**config.mk**
```make
export PLATFORM = sky130hd
export DESIGN_NAME = dco_ctrl_enc
export DESIGN_NICKNAME = d
export VERILOG_FILES = /design/src/rtl/dco_ctrl_pkg.sv /design/src/rtl/cap_bank_enc.sv /design/src/rtl/dco_ctrl_enc.sv
export SDC_FILE = /design/constraint.sdc
export NUM_CORES = 1
export LEC_CHECK = 0
export CORE_MARGIN = 2
export CORE_UTILIZATION = 40
export CTS_BUF_LIST = sky130_fd_sc_hd__clkbuf_2
export DETAILED_ROUTE_END_ITERATION = 8
export GPL_ROUTABILITY_DRIVEN = 0
export PLACE_DENSITY_LB_ADDON = 0.1
export SYNTH_ARGS = -nofsm -noshare
export SYNTH_HDL_FRONTEND = slang
export SYNTH_SLANG_ARGS = --single-unit
```
**constraint.sdc**
```tcl
create_clock -name clk -period 4.6 [get_ports clk]
set_clock_uncertainty 0.15 [all_clocks]
set_input_delay 0.92 -clock clk [delete_from_list [all_inputs] [get_ports clk]]
set_output_delay 0.92 -clock clk [all_outputs]
set_load 0.02 [all_outputs]
```
**src/rtl/dco_ctrl_pkg.sv**
```systemverilog
// Shared types and constants for the DCO tuning-word controller.
package dco_ctrl_pkg;

  typedef enum logic [2:0] {
    ST_OFF,
    ST_WAKE,
    ST_RUN,
    ST_UPD_L,
    ST_UPD_M,
    ST_UPD_S
  } dco_state_e;

  localparam int L_DIM = 5;
  localparam int M_DIM = 16;
  localparam int S_DIM = 16;
  localparam int L_MAX = 25;
  localparam int M_MAX = 255;

  typedef struct packed {
    logic [L_DIM-1:0] rall;
    logic [L_DIM-1:0] row;
    logic [L_DIM-1:0] col;
  } l_sel_t;

  typedef struct packed {
    logic [M_DIM-1:0] rall;
    logic [M_DIM-1:0] row;
    logic [M_DIM-1:0] col;
  } ms_sel_t;

  // 8-bit code increment that sticks at the top code.
  function automatic logic [7:0] sat_inc8(input logic [7:0] code);
    return (code == 8'(M_MAX)) ? code : code + 8'd1;
  endfunction

endpackage

```
**src/rtl/cap_bank_enc.sv**
```systemverilog
// Thermometer row/column encoder for one DIM x DIM capacitor bank.
// Code N deselects N units: N/DIM full rows plus N%DIM cells of the next row.
module cap_bank_enc #(
  parameter int DIM = 16,
  parameter int CW  = 8
) (
  input  logic [CW-1:0]  code_i,
  output logic [DIM-1:0] rall_o,
  output logic [DIM-1:0] row_o,
  output logic [DIM-1:0] col_o
);

  int q;
  int r;

  // row_o goes all-zero naturally when q reaches DIM.
  always_comb begin
    q = int'(code_i) / DIM;
    r = int'(code_i) % DIM;
    for (int i = 0; i < DIM; i++) begin
      rall_o[i] = (i < q);
      row_o[i]  = (i == q);
      col_o[i]  = (i < r);
    end
  end

endmodule

```
**src/rtl/dco_ctrl_enc.sv**
```systemverilog
// DCO controller: power sequencing, tuning-word capture and one-bank-per-cycle apply.
// Optional small-bank dither accumulator enabled by defining DCO_DITHER_EN.
module dco_ctrl_enc
  import dco_ctrl_pkg::*;
#(
  parameter int WAKE_CYC = 16
) (
  input  logic        clk,
  input  logic        rst_n,
  input  logic        en_i,
  // otw_valid_i/otw_ready_o: a word transfers on a rising edge where both are 1;
  // ready is only offered in RUN with en_i high, so a dropped enable never takes a word.
  input  logic        otw_valid_i,
  output logic        otw_ready_o,
  input  logic [4:0]  otw_l_i,
  input  logic [7:0]  otw_m_i,
  input  logic [7:0]  otw_s_i,
  input  logic [1:0]  gain_in_i,
`ifdef DCO_DITHER_EN
  input  logic [3:0]  otw_frac_i,
`endif
  output logic        pd_o,
  output logic [1:0]  osc_gain_o,
  output logic [4:0]  c_l_rall_o,
  output logic [4:0]  c_l_row_o,
  output logic [4:0]  c_l_col_o,
  output logic [15:0] c_m_rall_o,
  output logic [15:0] c_m_row_o,
  output logic [15:0] c_m_col_o,
  output logic [15:0] c_s_rall_o,
  output logic [15:0] c_s_row_o,
  output logic [15:0] c_s_col_o,
  output logic        upd_done_o,
  output logic        err_o,
  output dco_state_e  state_o
);

  localparam int CW = (WAKE_CYC > 1) ? $clog2(WAKE_CYC) : 1;
  localparam logic [CW-1:0] CNT_LAST = CW'(WAKE_CYC - 1);

  dco_state_e    state_q, state_d;
  logic [CW-1:0] cnt_q, cnt_d;
  logic [4:0]    l_cap_q, l_cap_d;
  logic [7:0]    m_cap_q, m_cap_d, s_cap_q, s_cap_d, s_code;
  logic [1:0]    gain_cap_q, gain_cap_d, gain_q, gain_d;
  l_sel_t        l_q, l_d, l_enc;
  ms_sel_t       m_q, m_d, m_enc, s_q, s_d, s_enc;
  logic          upd_done_q, upd_done_d;

`ifdef DCO_DITHER_EN
  logic [3:0] acc_q, acc_d;
  logic [4:0] acc_sum;
  logic       dith_carry;

  // Carry out of the fractional accumulator bumps the small code for one cycle.
  assign acc_sum    = {1'b0, acc_q} + {1'b0, otw_frac_i};
  assign dith_carry = (state_q == ST_RUN) && en_i && acc_sum[4];
  assign acc_d      = ((state_q == ST_RUN) && en_i) ? acc_sum[3:0] : acc_q;
  assign s_code     = dith_carry ? sat_inc8(s_cap_q) : s_cap_q;

  always_ff @(posedge clk or negedge rst_n) begin
    if (!rst_n) acc_q <= '0;
    else        acc_q <= acc_d;
  end
`else
  assign s_code = s_cap_q;
`endif

  cap_bank_enc #(.DIM(L_DIM), .CW(5)) u_enc_l (
    .code_i(l_cap_q), .rall_o(l_enc.rall), .row_o(l_enc.row), .col_o(l_enc.col));
  cap_bank_enc #(.DIM(M_DIM), .CW(8)) u_enc_m (
    .code_i(m_cap_q), .rall_o(m_enc.rall), .row_o(m_enc.row), .col_o(m_enc.col));
  cap_bank_enc #(.DIM(S_DIM), .CW(8)) u_enc_s (
    .code_i(s_code), .rall_o(s_enc.rall), .row_o(s_enc.row), .col_o(s_enc.col));

  always_comb begin
    state_d    = state_q;
    cnt_d      = '0;
    l_cap_d    = l_cap_q;
    m_cap_d    = m_cap_q;
    s_cap_d    = s_cap_q;
    gain_cap_d = gain_cap_q;
    gain_d     = gain_q;
    l_d        = l_q;
    m_d        = m_q;
    s_d        = s_q;
    upd_done_d = 1'b0;
    // Dropping enable freezes every bank register; pending bank writes are lost.
    if (!en_i) begin
      state_d = ST_OFF;
    end else begin
      case (state_q)
        ST_OFF:  state_d = ST_WAKE;
        ST_WAKE: begin
          if (cnt_q == CNT_LAST) state_d = ST_RUN;
          else                   cnt_d   = cnt_q + CW'(1);
        end
        ST_RUN: begin
`ifdef DCO_DITHER_EN
          s_d = s_enc;
`endif
          if (otw_valid_i) begin
            l_cap_d    = (otw_l_i > 5'(L_MAX)) ? 5'(L_MAX) : otw_l_i;
            m_cap_d    = otw_m_i;
            s_cap_d    = otw_s_i;
            gain_cap_d = gain_in_i;
            state_d    = ST_UPD_L;
          end
        end
        ST_UPD_L: begin
          l_d     = l_enc;
          gain_d  = gain_cap_q;
          state_d = ST_UPD_M;
        end
        ST_UPD_M: begin
          m_d     = m_enc;
          state_d = ST_UPD_S;
        end
        ST_UPD_S: begin
          s_d        = s_enc;
          upd_done_d = 1'b1;
          state_d    = ST_RUN;
        end
        default: state_d = ST_OFF;
      endcase
    end
  end

  always_ff @(posedge clk or negedge rst_n) begin
    if (!rst_n) state_q <= ST_OFF;
    else        state_q <= state_d;
  end

  always_ff @(posedge clk or negedge rst_n) begin
    if (!rst_n) begin
      cnt_q      <= '0;
      l_cap_q    <= '0;
      m_cap_q    <= '0;
      s_cap_q    <= '0;
      gain_cap_q <= '0;
      gain_q     <= '0;
      l_q        <= '0;
      m_q        <= '0;
      s_q        <= '0;
      upd_done_q <= 1'b0;
    end else begin
      cnt_q      <= cnt_d;
      l_cap_q    <= l_cap_d;
      m_cap_q    <= m_cap_d;
      s_cap_q    <= s_cap_d;
      gain_cap_q <= gain_cap_d;
      gain_q     <= gain_d;
      l_q        <= l_d;
      m_q        <= m_d;
      s_q        <= s_d;
      upd_done_q <= upd_done_d;
    end
  end

  assign pd_o        = (state_q == ST_OFF);
  assign otw_ready_o = (state_q == ST_RUN) && en_i;
  assign err_o       = otw_ready_o && otw_valid_i && (otw_l_i > 5'(L_MAX));
  assign upd_done_o  = upd_done_q;
  assign osc_gain_o  = gain_q;
  assign state_o     = state_q;
  assign c_l_rall_o  = l_q.rall;
  assign c_l_row_o   = l_q.row;
  assign c_l_col_o   = l_q.col;
  assign c_m_rall_o  = m_q.rall;
  assign c_m_row_o   = m_q.row;
  assign c_m_col_o   = m_q.col;
  assign c_s_rall_o  = s_q.rall;
  assign c_s_row_o   = s_q.row;
  assign c_s_col_o   = s_q.col;

endmodule

```
Word-level counts from Yosys, hierarchy flattened
Index checks and enable logic that the tools add are counted.
Word-level totals
  logic and storage cells: 159
  output and inout port bits: 120
  input port bits: 27
  bits in registers: 144
Operators by class
  $lt $le $gt $ge: 75
  $add $sub $neg: 1
  muxes and demuxes: 10
  equality and inequality tests: 42
  reductions and logical operators: 12
  div/mod/pow operators: 2
Operators by type and width (number)
  less-than comparator 3 x 32 -> 1 bit (first input constant): 4
  less-than comparator 4 bit (first input constant): 32
  zero test 32 bit: 3
  == test 3 x 32 -> 1 bit (first input constant): 2
  == test 4 bit (first input constant): 16
  less-than comparator 1 x 32 -> 1 bit (first input constant): 2
  less-than comparator 2 x 32 -> 1 bit (first input constant): 2
  less-than comparator 3 x 4 -> 1 bit (first input constant): 16
  less-than comparator 4 x 32 -> 1 bit (first input constant): 2
  divider 6 x 4 -> 32 bit (second input constant): 1
  == test 2 x 32 -> 1 bit (first input constant): 1
  == test 3 x 4 -> 1 bit (first input constant): 8
  == test 4 x 32 -> 1 bit (first input constant): 1
  less-than comparator 1 x 4 -> 1 bit (first input constant): 8
  less-than comparator 2 x 4 -> 1 bit (first input constant): 8
  remainder unit 6 x 4 -> 32 bit (second input constant): 1
  one-hot mux 3 bit (6 select lines): 1
  == test 2 x 4 -> 1 bit (first input constant): 4
  2-to-1 mux 4 bit: 3
  2-to-1 mux 3 bit: 3
  == test 1 x 4 -> 1 bit (first input constant): 2
  AND reduction 2 bit: 4
  == test 3 x 2 -> 1 bit (second input constant): 2
  == test 3 bit (second input constant): 2
  other kinds (10): 14

Logic depth before layout (Yosys ltp)
  word-level depth: 4
  mapped depth: 17
  depth with buffers taken out: 16

By module
From an unflattened synthesis, not the netlist that was laid out.
Unflattened totals
  cells, all modules: 603
  area total of the unflattened synthesis: 7090.6 µm²
Modules (own cells, without submodules)
  dco_ctrl_enc: sequential area each 3603.5 µm², times used 1, area an instance 5512.8 µm², cells each 333
  cap_bank_enc (u_enc_l): sequential area each 0.0 µm², times used 1, area an instance 834.6 µm², cells each 128
  cap_bank_enc (u_enc_m ...): sequential area each 0.0 µm², times used 2, area an instance 371.6 µm², cells each 71

Worst setup path before layout
No wires, ideal clock.
  path kind: register -> register
  start point: register l_cap_q[2]
  end point: register l_q, in the netlist c_l_col_o[0]
  data required time: 4.346 ns
  arrival: 3.055 ns
  library setup time: 0.104 ns
  cell stages (with the launch flop): 16
  clock period less this slack: 3.309 ns
  buffers on the path: 0
  slack: 1.291 ns
  cells stage by stage: dfrtp_1 -> nor2_1 -> inv_1 -> ha_1 -> or2b_1 -> o21ai_1 -> nand3_2 -> o21ai_0 -> inv_1 -> ha_1 -> nand2b_1 -> o21ai_1 -> nand3_1 -> a21o_2 -> o21bai_2 -> o311ai_1
On the way
  longest elaborated chain between the ends: 2
RTL lines
  from (decl): RTL line dco_ctrl_enc.sv:43  | logic [4:0] l_cap_q, l_cap_d;
  from (signal assigned): RTL line dco_ctrl_enc.sv:148  | l_cap_q <= l_cap_d;
  remainder unit 6 x 4 -> 32 bit: RTL line cap_bank_enc.sv:19  | r = int'(code_i) % DIM;
  less-than comparator 1 x 32 -> 1 bit: RTL line cap_bank_enc.sv:23  | col_o[i] = (i < r);
  to (signal assigned): RTL line dco_ctrl_enc.sv:153  | l_q <= l_d;
  to (decl): RTL line dco_ctrl_enc.sv:46  | l_sel_t l_q, l_d, l_enc;
No other way between the ends.
A chain may end at the register's enable or synchronous reset.

Worst setup path in the final report
  start point: input en_i
  end point: output err_o
On the way
  longest elaborated chain between the ends: 3
RTL lines
  from (decl): RTL line dco_ctrl_enc.sv:10  | input logic en_i,
  logical AND 1 bit: RTL line dco_ctrl_enc.sv:161  | assign otw_ready_o = (state_q == ST_RUN) && en_i;
  logical AND 1 bit (2 in a row): RTL line dco_ctrl_enc.sv:162  | assign err_o = otw_ready_o && otw_valid_i && (otw_l_i > 5'(L_MAX));
  to (decl): RTL line dco_ctrl_enc.sv:34  | output logic err_o,
No other way between the ends.

==> metrics.log <==
[metrics] Yosys top cell by area: sky130_fd_sc_hd__dfrtp_1
[metrics] Max Slew Vio Count: 0
[metrics] top library cells by usage in the layout, fill and taps aside: sky130_fd_sc_hd__clkdlybuf4s50_1 (141), sky130_fd_sc_hd__dfrtp_1 (140), sky130_fd_sc_hd__nand2_1 (121)
[metrics] Total Neg Setup Slack: 0 ps
[metrics] first-pass GRT wire length: 23.9 mm
[metrics] number of clock buffers inserted by TritonCTS: 17
[metrics] TritonCTS sink count: 140
[metrics] post-CTS sizing: 0
[metrics] Tot GR Track Use: 0.184
[metrics] Critical Path Source Type: input port
[metrics] num rows: 45
[metrics] Max stage delay cell, worst path: sky130_fd_sc_hd__clkdlybuf4s50_1
[metrics] grt ovf: 0
[metrics] Final nets: 778
[metrics] clock latency at the later pin of the worst-skew pair: 710 ps
[metrics] part of the Yosys area used for sequential elements: 0.564
[metrics] wire length per cell after detailed routing: 15.6 µm
[metrics] data required time at the worst endpoint: 3530 ps
[metrics] critical-path maximum fanout: 4
[metrics] part of the cycle the worst path needs: 0.852
[metrics] flop and latch count out of synthesis: 140
[metrics] most frequent standard cell in the layout excluding fill and tap cells: sky130_fd_sc_hd__clkdlybuf4s50_1
[metrics] Iteration-0 DRC Markers: between 300 and 400
[metrics] net switching component of the power: approximately 0.0023 W
[metrics] clock power share: 0.155
[metrics] area occupied by registers: roughly 3500 µm²
[metrics] Cell Chain, Critical Path: clkdlybuf4s50_1, nor2b_1, and3b_1, nand2_1, nor2_1, clkdlybuf4s50_1
[metrics] root cell of the clock tree: sky130_fd_sc_hd__clkbuf_2
[metrics] die width: about 130 µm
[metrics] DR DRC count: 0
[metrics] highest clock rate: around 0.26 GHz
[metrics] Post-Syn Area per Cell: 10.1 µm²
[metrics] worst hold path type: in2async
[metrics] shortest clock period the worst path allows after layout: just under 4000 ps
[metrics] setup repair after global routing missed its margin: false
[metrics] first-pass detailed-route iteration total: 4
[metrics] Data arrival, critical path: between 2000 and 3000 ps
[metrics] Crit Path Category: in2out
[metrics] area of the core region: roughly 15000 µm²
[metrics] Critical Path Max Stage Delay: ~610 ps
[metrics] PwrDens: 670 nW/µm²
[metrics] normalized max-slew margin: 0.306
[metrics] worst voltage drop across the vdd grid: 0.321 mV
[metrics] DP HPWL: approximately 10 mm
[metrics] family with the most delay on the worst path: buffers and inverters
[metrics] number of H-tree levels: 4
[metrics] CTS tree: built
[metrics] Initial Util: 0.408
[metrics] post-synth cell types: between 60 and 70
[metrics] pin count of the biggest net entering global routing: about 110
[metrics] FILL cells: approximately 1400
[metrics] area share of the largest cell type after synthesis: 0.564
[metrics] fraction of final layout cells sized beyond drive strength 1: 0.108
[metrics] async set-or-reset flop fraction in the synthesized netlist: 1.00
[metrics] critical path capture point type: output pin
[metrics] CTS max path bufs: 2
[metrics] Port Buffers: 142
[metrics] measured slew at the worst slew-check pin: about 1000 ps
[metrics] routed via count: ~5000
[metrics] internal cell power: between 0.003 and 0.004 W
[metrics] proportion of power drawn by flip-flops and latches: 0.378
[metrics] Final Instance Count excl. Fillers: approximately 950
[metrics] placed cell count: 914
[metrics] Primary FF master, synth: sky130_fd_sc_hd__dfrtp_1
[metrics] largest cells by area after synthesis: sky130_fd_sc_hd__dfrtp_1 (56%), sky130_fd_sc_hd__nand2_1 (7.4%), sky130_fd_sc_hd__o21ai_0 (4.5%)
[metrics] initial antenna violation count: 1
[metrics] number of warning messages in the yosys log: 0
[metrics] combined area of the multi-input logic cells: 2480 µm²
[metrics] power share of the combinational group: 0.467
[metrics] Clock transition at path regs: 230 ps
[metrics] status: complete, no violations
[metrics] post-CTS setup buffer count: 0
[metrics] final antenna-violating net count: 0
[metrics] cell count after synthesis: roughly 600
[metrics] Top Ports: between 100 and 150
[metrics] routed via count divided by cell count: 5.28
[metrics] most prevalent standard cell on the critical path: sky130_fd_sc_hd__clkdlybuf4s50_1
[metrics] Leak: roughly 3.6 nW
[metrics] switching portion of total power: 0.427
[metrics] number of buffers inserted for hold repair after clock tree synthesis: 0
[metrics] area overhead of the layout relative to synthesis: 29.6%
[metrics] # Max-Cap Violations: 0
[metrics] Die Height: ~130 µm
[metrics] area of the die: between 15000 and 20000 µm²
[metrics] Setup violations, final: 0
[metrics] Bufs and invs on worst path: 2
[metrics] number of global-route vias before repair: 4724
[metrics] count of flip-flops with a built-in enable after synthesis: 0
[metrics] number of failing hold endpoints at the final stage: 0
[metrics] Routed WL: 14.8 mm
[metrics] post-synthesis cell area: between 6000 and 7000 µm²
-- layout make-up --
cell class,count,area share
tap,188,0.0292
clock buffer,19,0.0118
sequential,140,0.436
antenna,1,0.000311
timing repair buffer,149,0.183
inverter,16,0.00747
clock inverter,13,0.0235
multi-input combinational,421,0.309
-- Yosys cell counts (all sizes together), types with 2 or more instances --
library cell / count
dfrtp: 140
nand2: 122
o21ai: 61
nor2: 39
clkbuf: 34
o31ai: 29
a21oi: 27
mux2: 20
inv: 16
a31oi: 12
nand2b: 10
nand3: 10
nor3: 10
a21o: 8
buf: 8
o41ai: 8
ha: 6
nor2b: 6
o211ai: 5
a211oi: 4
o21a: 4
a2bb2oi: 3
nor3b: 3
o311ai: 3
and3b: 2
nand3b: 2
nand4: 2
nand4b: 2
o22ai: 2
or2: 2
xnor2: 2
-- worst register-to-register path: cells and delay by family (launching register included) --
kind                     cells  cell delay [ps]
AO/OA/AOI/OAI                5             1050
adder cells (fa/ha/maj)      2              490
buffers and inverters        2              200
flip-flops                   1              550
AND/OR/NAND/NOR              6             1360
-- cells by family (layout without fill, tap and decap cells) --
group | Yosys count | in the layout | share of synthesized area
flip-flops | 140 | 140 | 0.564
adder cells (fa/ha/maj) | 7 | 7 | 0.0137
AND/OR/NAND/NOR | 215 | 215 | 0.159
other | 1 | 5 | 0.000604
XOR/XNOR | 3 | 3 | 0.00423
multiplexers | 20 | 20 | 0.0363
buffers and inverters | 58 | 197 | 0.0379
AO/OA/AOI/OAI | 172 | 172 | 0.184
-- state kept, by name, summed over array words and instances, names as in the netlist --
| signal | cells |
|---|---|
| c_s_row_o | 16 |
| c_l_col_o | 5 |
| c_l_rall_o | 5 |
| c_m_rall_o | 15 |
| state_o | 3 |
| s_cap_q | 8 |
| upd_done_o | 1 |
| l_cap_q | 5 |
| c_m_col_o | 15 |
| c_s_rall_o | 15 |
| osc_gain_o | 2 |
| m_cap_q | 8 |
| c_s_col_o | 15 |
| gain_cap_q | 2 |
| c_m_row_o | 16 |
| cnt_q | 4 |
| c_l_row_o | 5 |
-- worst paths after layout --
kind | from | end | slack (ps) | cells past startpoint
worst max register to register | l_cap_q[3] | c_l_col_o[2] | 700 | 15
max in group asynchronous | rst_n | c_s_rall_o[8] | 3120 | 2
min in group clk | c_s_col_o[4] | c_s_col_o[4] | 350 | 2
worst min register to register | c_s_col_o[4] | c_s_col_o[4] | 350 | 2
worst min-delay path | rst_n | c_s_col_o[3] | 110 | 1
worst max-delay path | en_i | err_o | 680 | 6
-- metrics by stage --
stage	setup slack [ps]	utilization	hold WS (ps)	power, W	instance area (µm²)
after floorplan	1290	-	283	0.00361	6220
after global placement	749	0.510	304	0.00453	7760
after detailed placement	684	0.510	306	0.00458	7760
after CTS	675	0.529	139	0.00543	8040
after global routing	456	0.529	130	0.00579	8040
final	682	0.529	110	0.00539	8040
-- power groups by stage --
| stage | combinational, W | clock (W) | sequential (W) |
|---|---|---|---|
| final | 0.00251 | 0.000836 | 0.00204 |
| after global routing | 0.00275 | 0.000920 | 0.00211 |
| after CTS | 0.00253 | 0.000865 | 0.00204 |
| after detailed placement | 0.00252 | 0 | 0.00206 |
| after global placement | 0.00248 | 0 | 0.00204 |
| after floorplan | 0.00143 | 0 | 0.00218 |
-- layer usage --
metal,share of wire,track usage
met5,0,0
met4,0.011,0.0595
met3,0.056,0.0570
met2,0.48,0.288
met1,0.46,0.246
(Power assumes the default switching activity.)
==> edit 1, RTL diff (config.mk and constraints unchanged) <==
Build with the macro `DCO_DITHER_EN` defined.
--- a/src/rtl/dco_ctrl_enc.sv
+++ b/src/rtl/dco_ctrl_enc.sv
@@ -1,5 +1,7 @@
 // DCO controller: power sequencing, tuning-word capture and one-bank-per-cycle apply.
 // Optional small-bank dither accumulator enabled by defining DCO_DITHER_EN.
+`define DCO_DITHER_EN
+
 module dco_ctrl_enc
   import dco_ctrl_pkg::*;
 #(
Ports: changed (added otw_frac_i); port bits go from 147 to 151. No check against the original RTL was run, so the function may have changed too.
==> edit 1 against the unedited design <==
- sequential cell count grew 4
- synthesized area rose by 7.9%
- setup slack worse by 0.35 ns
- final cell count increased by 8.8%
- fmax decreased by 8.1%
- first-iteration DRC count is 23% lower
- wire length rose by 12%
- die area up 7.6%
- via count increased by 8.3%
- critical path depth is 8 higher
- cell area is 6.5% higher
- total power up 8.6%
- largest power group unchanged
- highest routed layer unchanged
==> edit 1: results (changes against the unedited design) <==
** Synth
- Part of the Yosys area used for sequential elements :: 0.5381 (-0.02629)
- Async set-reset flop share out of synthesis :: 1.000 (unchanged)
- In the synthesized netlist the dominant register cell turns out to be dfrtp_1.
- The multiplexer share of the synthesized area came to 0.04204 (+0.005757).
- XOR/XNOR Fraction of Synth Area :: 0.01570 (+0.01146)
- Dominant cells by area after synthesis :: dfrtp_1, nand2_1, mux2_2
- Most used standard cells in the synthesized netlist :: dfrtp_1, nand2_1, nor2_1, o21ai_0, clkbuf_1
- The fraction of the mapped netlist area in adder cells came to 0.02354 (+0.009836).
- The number of warnings reported in the yosys synthesis log came to 0 (unchanged).
- Number of unique standard cell types used by synthesis :: 66 (+8.2%)
- The fraction of the mapped netlist area in compound gates was 0.1882 (+0.004118).

** Outcome
- Outcome :: complete, no violations

** Worst setup path
- Cell at the slowest stage of the critical path :: dfrtp_1
- The endpoint identified for the worst register-to-register timing path is c_l_col_o[4].
- The worst-path maximum fanout is 16 (+12).
- Largest stage delay on the critical path :: 0.67 ns (+0.06 ns)
- The startpoint identified for the worst register-to-register timing path is l_cap_q[4].
- Crit path capture :: c_l_col_o[4]
- Worst-case register-to-register setup slack :: 0.34 ns (-0.36 ns)
- The path depth of the worst reg2reg path is 14 (-1).
- Arrival time of the worst setup path :: 4.70 ns (+1.85 ns)
- The worst setup path is of the flop to flop kind.

** GRT
- The pin count of the biggest net entering global routing is 99 (-13%).
- The total routing usage reported by global routing is 0.1928 (+0.008703).
- The number of antenna violations at the first check in global routing came to 2 (+1).
- The number of global-route vias before repair came to 5,295 (+12%).
- First-pass GRT wire length :: 27,250 µm (+14%)

** Layout
- The fill cell instance count of the final layout came to 1,520 (+9.1%).
- Fin nets :: 838 (+7.7%)
- The fraction of final layout cells sized beyond drive strength 1 came to 0.1002 (-0.007932).

** Clock network
- Worst skew pair latency :: 0.71 ns (about the same)
- Number of buffers on the longest clock path :: 2 (unchanged)
- Post CTS Setup Buffer Count :: 0 (unchanged)
- Clock input transition at the sequential cells of the worst setup and hold paths :: 0.21 ns (-0.02 ns)
- TritonCTS Buffers :: 17 (unchanged)
- The tree is rooted in a clkbuf_2.
- The post-cts resize count came to 0 (unchanged).
- Total number of H-tree levels :: 4 (unchanged)

** Pwr
- Peak supply drop :: 0.3148 mV (-1.9%)
- LEAKAGE :: 3.838 nW (+8.0%)
- Sw power :: 2.581 mW (+12%)

** Route
- Wire length reported by the detailed router :: 16,480 µm (+12%)
- Total via count in the routed design :: 5,420 (+8.3%)
- Initial DRT Pass Iterations :: 5 (+1)
- DRC marker count from the first detailed-route iteration :: 245 (-23%)

** Placed design
- Final HPWL from detailed placement :: 11,870 µm (+16%)
- Count of input and output buffers :: 146 (+2.8%)

** Timing
- Hold slack :: 0.1257 ns (+0.01531 ns)
- The actual transition at the worst max-transition pin came to 0.8998 ns (-0.1405 ns).

** Hold path
- Hold crit path type :: input port to async pin
==> edit 1: cell count changes in the layout (fill, tap and decap cells not counted), moves of 9 or more <==
cell | unedited run | this run
o31ai_1 | 29 | 20
o21ai_0 | 56 | 33
and2_1 | 0 | 13
nor2_1 | 39 | 57
nand2_1 | 121 | 97
a21o_1 | 7 | 21
a22o_1 | 0 | 12
==> edit 1: cell type report <==
type,count,area share
Sequential cell,144,0.4206
Multi-Input combinational cell,459,0.3355
Timing Repair Buffer,159,0.1821
Tap cell,220,0.03213
Clock buffer,21,0.01227
Clock inverter,11,0.01066
Inverter,14,0.006134
Antenna cell,2,0.0005842
==> edit 1: worst min path at each step <==
stage,startpoint,endpoint,slack [ns],depth (start not counted)
6_report,rst_n,c_m_col_o[13],0.13,1
5_1_grt,rst_n,c_m_row_o[13],0.12,1
4_1_cts,rst_n,c_s_rall_o[6],0.09,1
3_5_place_dp,gain_cap_q[0],osc_gain_o[0],0.30,2
3_3_place_gp,gain_cap_q[1],osc_gain_o[1],0.30,2
2_1_floorplan,cnt_q[0],cnt_q[0],0.28,1
==> edit 1: logic make-up (layout without fill, tap and decap cells) <==
| group | count (synthesis) | in the layout |
|---|---|---|
| buf+inv | 54 | 205 |
| fa+ha+maj | 12 | 12 |
| flops | 144 | 144 |
| compound gates | 177 | 177 |
| simple gates | 229 | 229 |
| other cells | 1 | 6 |
| xor+xnor | 12 | 12 |
| mux | 25 | 25 |
==> edit 1: power groups by stage <==
stage	sequential [mW]	clock [mW]	combinational, mW
6_report	2.14	0.654	3.05
5_1_grt	2.22	0.750	3.32
4_1_cts	2.14	0.691	3.07
3_5_place_dp	2.17	0	3.06
3_3_place_gp	2.16	0	3.00
2_1_floorplan	2.40	0	1.67
==> edit 1: worst max-delay path: cells and delay by family, from the launching register on <==
| kind | cells | cell delay, ns |
|---|---|---|
| fa+ha+maj | 2 | 0.55 |
| flops | 1 | 0.67 |
| simple gates | 6 | 1.55 |
| compound gates | 6 | 1.20 |
==> edit 1: metal layers <==
metal	vias up	share of wire	global-route usage	routed length (µm)
li1	2607	-	-	-
met1	2619	0.45	0.2606	7431
met2	175	0.48	0.3076	7918
met3	19	0.055	0.04224	901
met4	0	0.014	0.06856	227
met5	-	0	0	0
==> edit 1: metrics by stage <==
| step | total power [mW] | setup slack, ns | instances | utilization | cell area, µm² |
|---|---|---|---|---|---|
| after global routing | 6.284 | 0.04624 | 1030 | 0.5203 | 8567 |
| final | 5.847 | 0.3352 | 1030 | 0.5203 | 8567 |
| after floorplan | 4.067 | 0.9604 | 657 | - | 6708 |
| after CTS | 5.905 | 0.3593 | 1028 | 0.5200 | 8562 |
| after global placement | 5.161 | 0.4852 | 996 | 0.5081 | 8366 |
| after detailed placement | 5.230 | 0.3849 | 996 | 0.5081 | 8366 |
==> edit 2, RTL diff (same flow settings) <==
Made on the original files. Register the output `err_o`, cleared by the reset; this adds one clock of latency there. The other outputs are not delayed to match.
--- a/src/rtl/dco_ctrl_enc.sv
+++ b/src/rtl/dco_ctrl_enc.sv
@@ -159,7 +159,13 @@
 
   assign pd_o        = (state_q == ST_OFF);
   assign otw_ready_o = (state_q == ST_RUN) && en_i;
-  assign err_o       = otw_ready_o && otw_valid_i && (otw_l_i > 5'(L_MAX));
+  always_ff @(posedge clk or negedge rst_n) begin
+    if (!rst_n) begin
+      err_o <= '0;
+    end else begin
+      err_o <= otw_ready_o && otw_valid_i && (otw_l_i > 5'(L_MAX));
+    end
+  end
   assign upd_done_o  = upd_done_q;
   assign osc_gain_o  = gain_q;
   assign state_o     = state_q;
Behaviour: same outputs for any inputs over 10 cycles, from zero or initial values and one cycle with rst_n low; that may be too few to reach the edited logic, so the function may still have changed.
==> edit 2 against the unedited design <==
- setup slack got worse by 0.36 ns
- sequential share of layout area decreased by 1.0 points
- wire length increased by 8.0%
- hold slack got worse by 0.040 ns
- register-to-register slack got worse by 0.37 ns
- cell area increased by 3.3%
- fmax decreased by 8.3%
- sequential cell count increased by 1
- synthesized cell count increased by 4.5%
- synthesized area increased by 4.7%
- total power increased by 5.3%
==> edit 2: results (changes against the unedited design) <==
** Pwr
- The maximum VDD drop is 0.4156 mV (+29%).
- The sequential power share was 0.361 (-0.017).
- LEAKAGE :: 3.633 nW (+2.3%)
- Switching part of the total :: 0.4457 (+0.01900)

** Placed design
- Total instance count after detailed placement :: 968 (+5.9%)
- The HPWL after detailed placement came to 11,370 µm (+11%).

** Layout
- The fraction of standard cell area that is sequential is 0.4251 (-0.01047).
- Multi-input logic portion of the cell area :: 0.3269 (+0.01826)
- Layout cells sized above 1 :: 0.1199 (+0.01172)
- The number of multi-input combinational cells in the layout was 448 (+6.4%).
- The fill cell instance count of the final layout was 1,528 (+9.7%).
- The count of non-CTS buffers in the layout came to 150 (+0.67%).
- Clkbuf count :: 17 (-2)
- Clock network contribution to total cell area :: 0.03073 (-0.004582)

** Route
- Via-to-Cell Ratio :: 5.156 (-2.4%)
- The aggregate routed wire length came to 15,960 µm (+8.0%).
- The first-pass detailed-route iteration total was 5 (+1).
- DRC marker count from the first detailed-route iteration :: 360 (+13%)
- Total via count in the routed design :: 5,161 (+3.1%)
- Met3 routed wirelength :: 878 µm (+7.1%)

** Synth
- The fraction of the mapped netlist area in compound gates came to 0.1896 (+0.005606).
- Mux contribution to synthesized area :: 0.03793 (+0.001645)
- Number of unique standard cell types used by synthesis :: 78 (+28%)
- By area the synthesized netlist is led by dfrtp_1, nand2_1, o21ai_0.
- The fraction of the mapped netlist area in adder cells is 0.01155 (-0.002155).
- XOR/XNOR Fraction of Synth Area :: 0.002695 (-0.001538)

** Worst setup path
- Grouping stages by cell kind, the critical path spends the most delay in compound AO/OA/AOI/OAI gates.
- The longest individual stage delay on the worst path came to 0.53 ns (-0.08 ns).
- Maximum fanout encountered on the critical timing path :: 12 (+8)

** GRT
- The number of global-route vias before repair came to 5,132 (+8.6%).
- The total routing usage reported by global routing is 0.1883 (+0.004207).
- The global routing met1 resource utilization was 0.2388 (-0.007573).
- The global-route wire length before repair was 26,180 µm (+9.4%).
- The pin count of the biggest net entering global routing came to 91 (-20%).
- GR Layer Usage met3 :: 0.05787 (+0.0009057)

** Timing
- Slew headroom :: 0.4548 (+0.1483)

** Outcome
- The flow ran to the end, and the final reports show no timing, DRC or antenna violations.
-- edit 2: worst paths after layout --
kind                                from             to  slack, ns  depth (start not counted)
max reg2reg                   l_cap_q[2]   c_l_col_o[2]       0.33                         16
min in group clk           gain_cap_q[1]  osc_gain_o[1]       0.34                          2
max in group asynchronous          rst_n     s_cap_q[0]       3.28                          2
min reg2reg                gain_cap_q[1]  osc_gain_o[1]       0.34                          2
min                                rst_n   c_s_col_o[7]       0.07                          1
max                           l_cap_q[2]   c_l_col_o[2]       0.33                         16
-- edit 2: metrics by stage --
step	power [mW]	util
floorplan	3.899	-
global placement	4.866	0.5065
detailed placement	4.921	0.5065
CTS	5.710	0.5225
global route	6.069	0.5228
finish	5.670	0.5228
-- edit 2: repair_timing --
| item | CTS | global route |
|---|---|---|
| endpoints found under the hold margin | 0 | 0 |
| resized for setup | 0 | 2 |
| setup endpoints to repair | 0 | 4 |
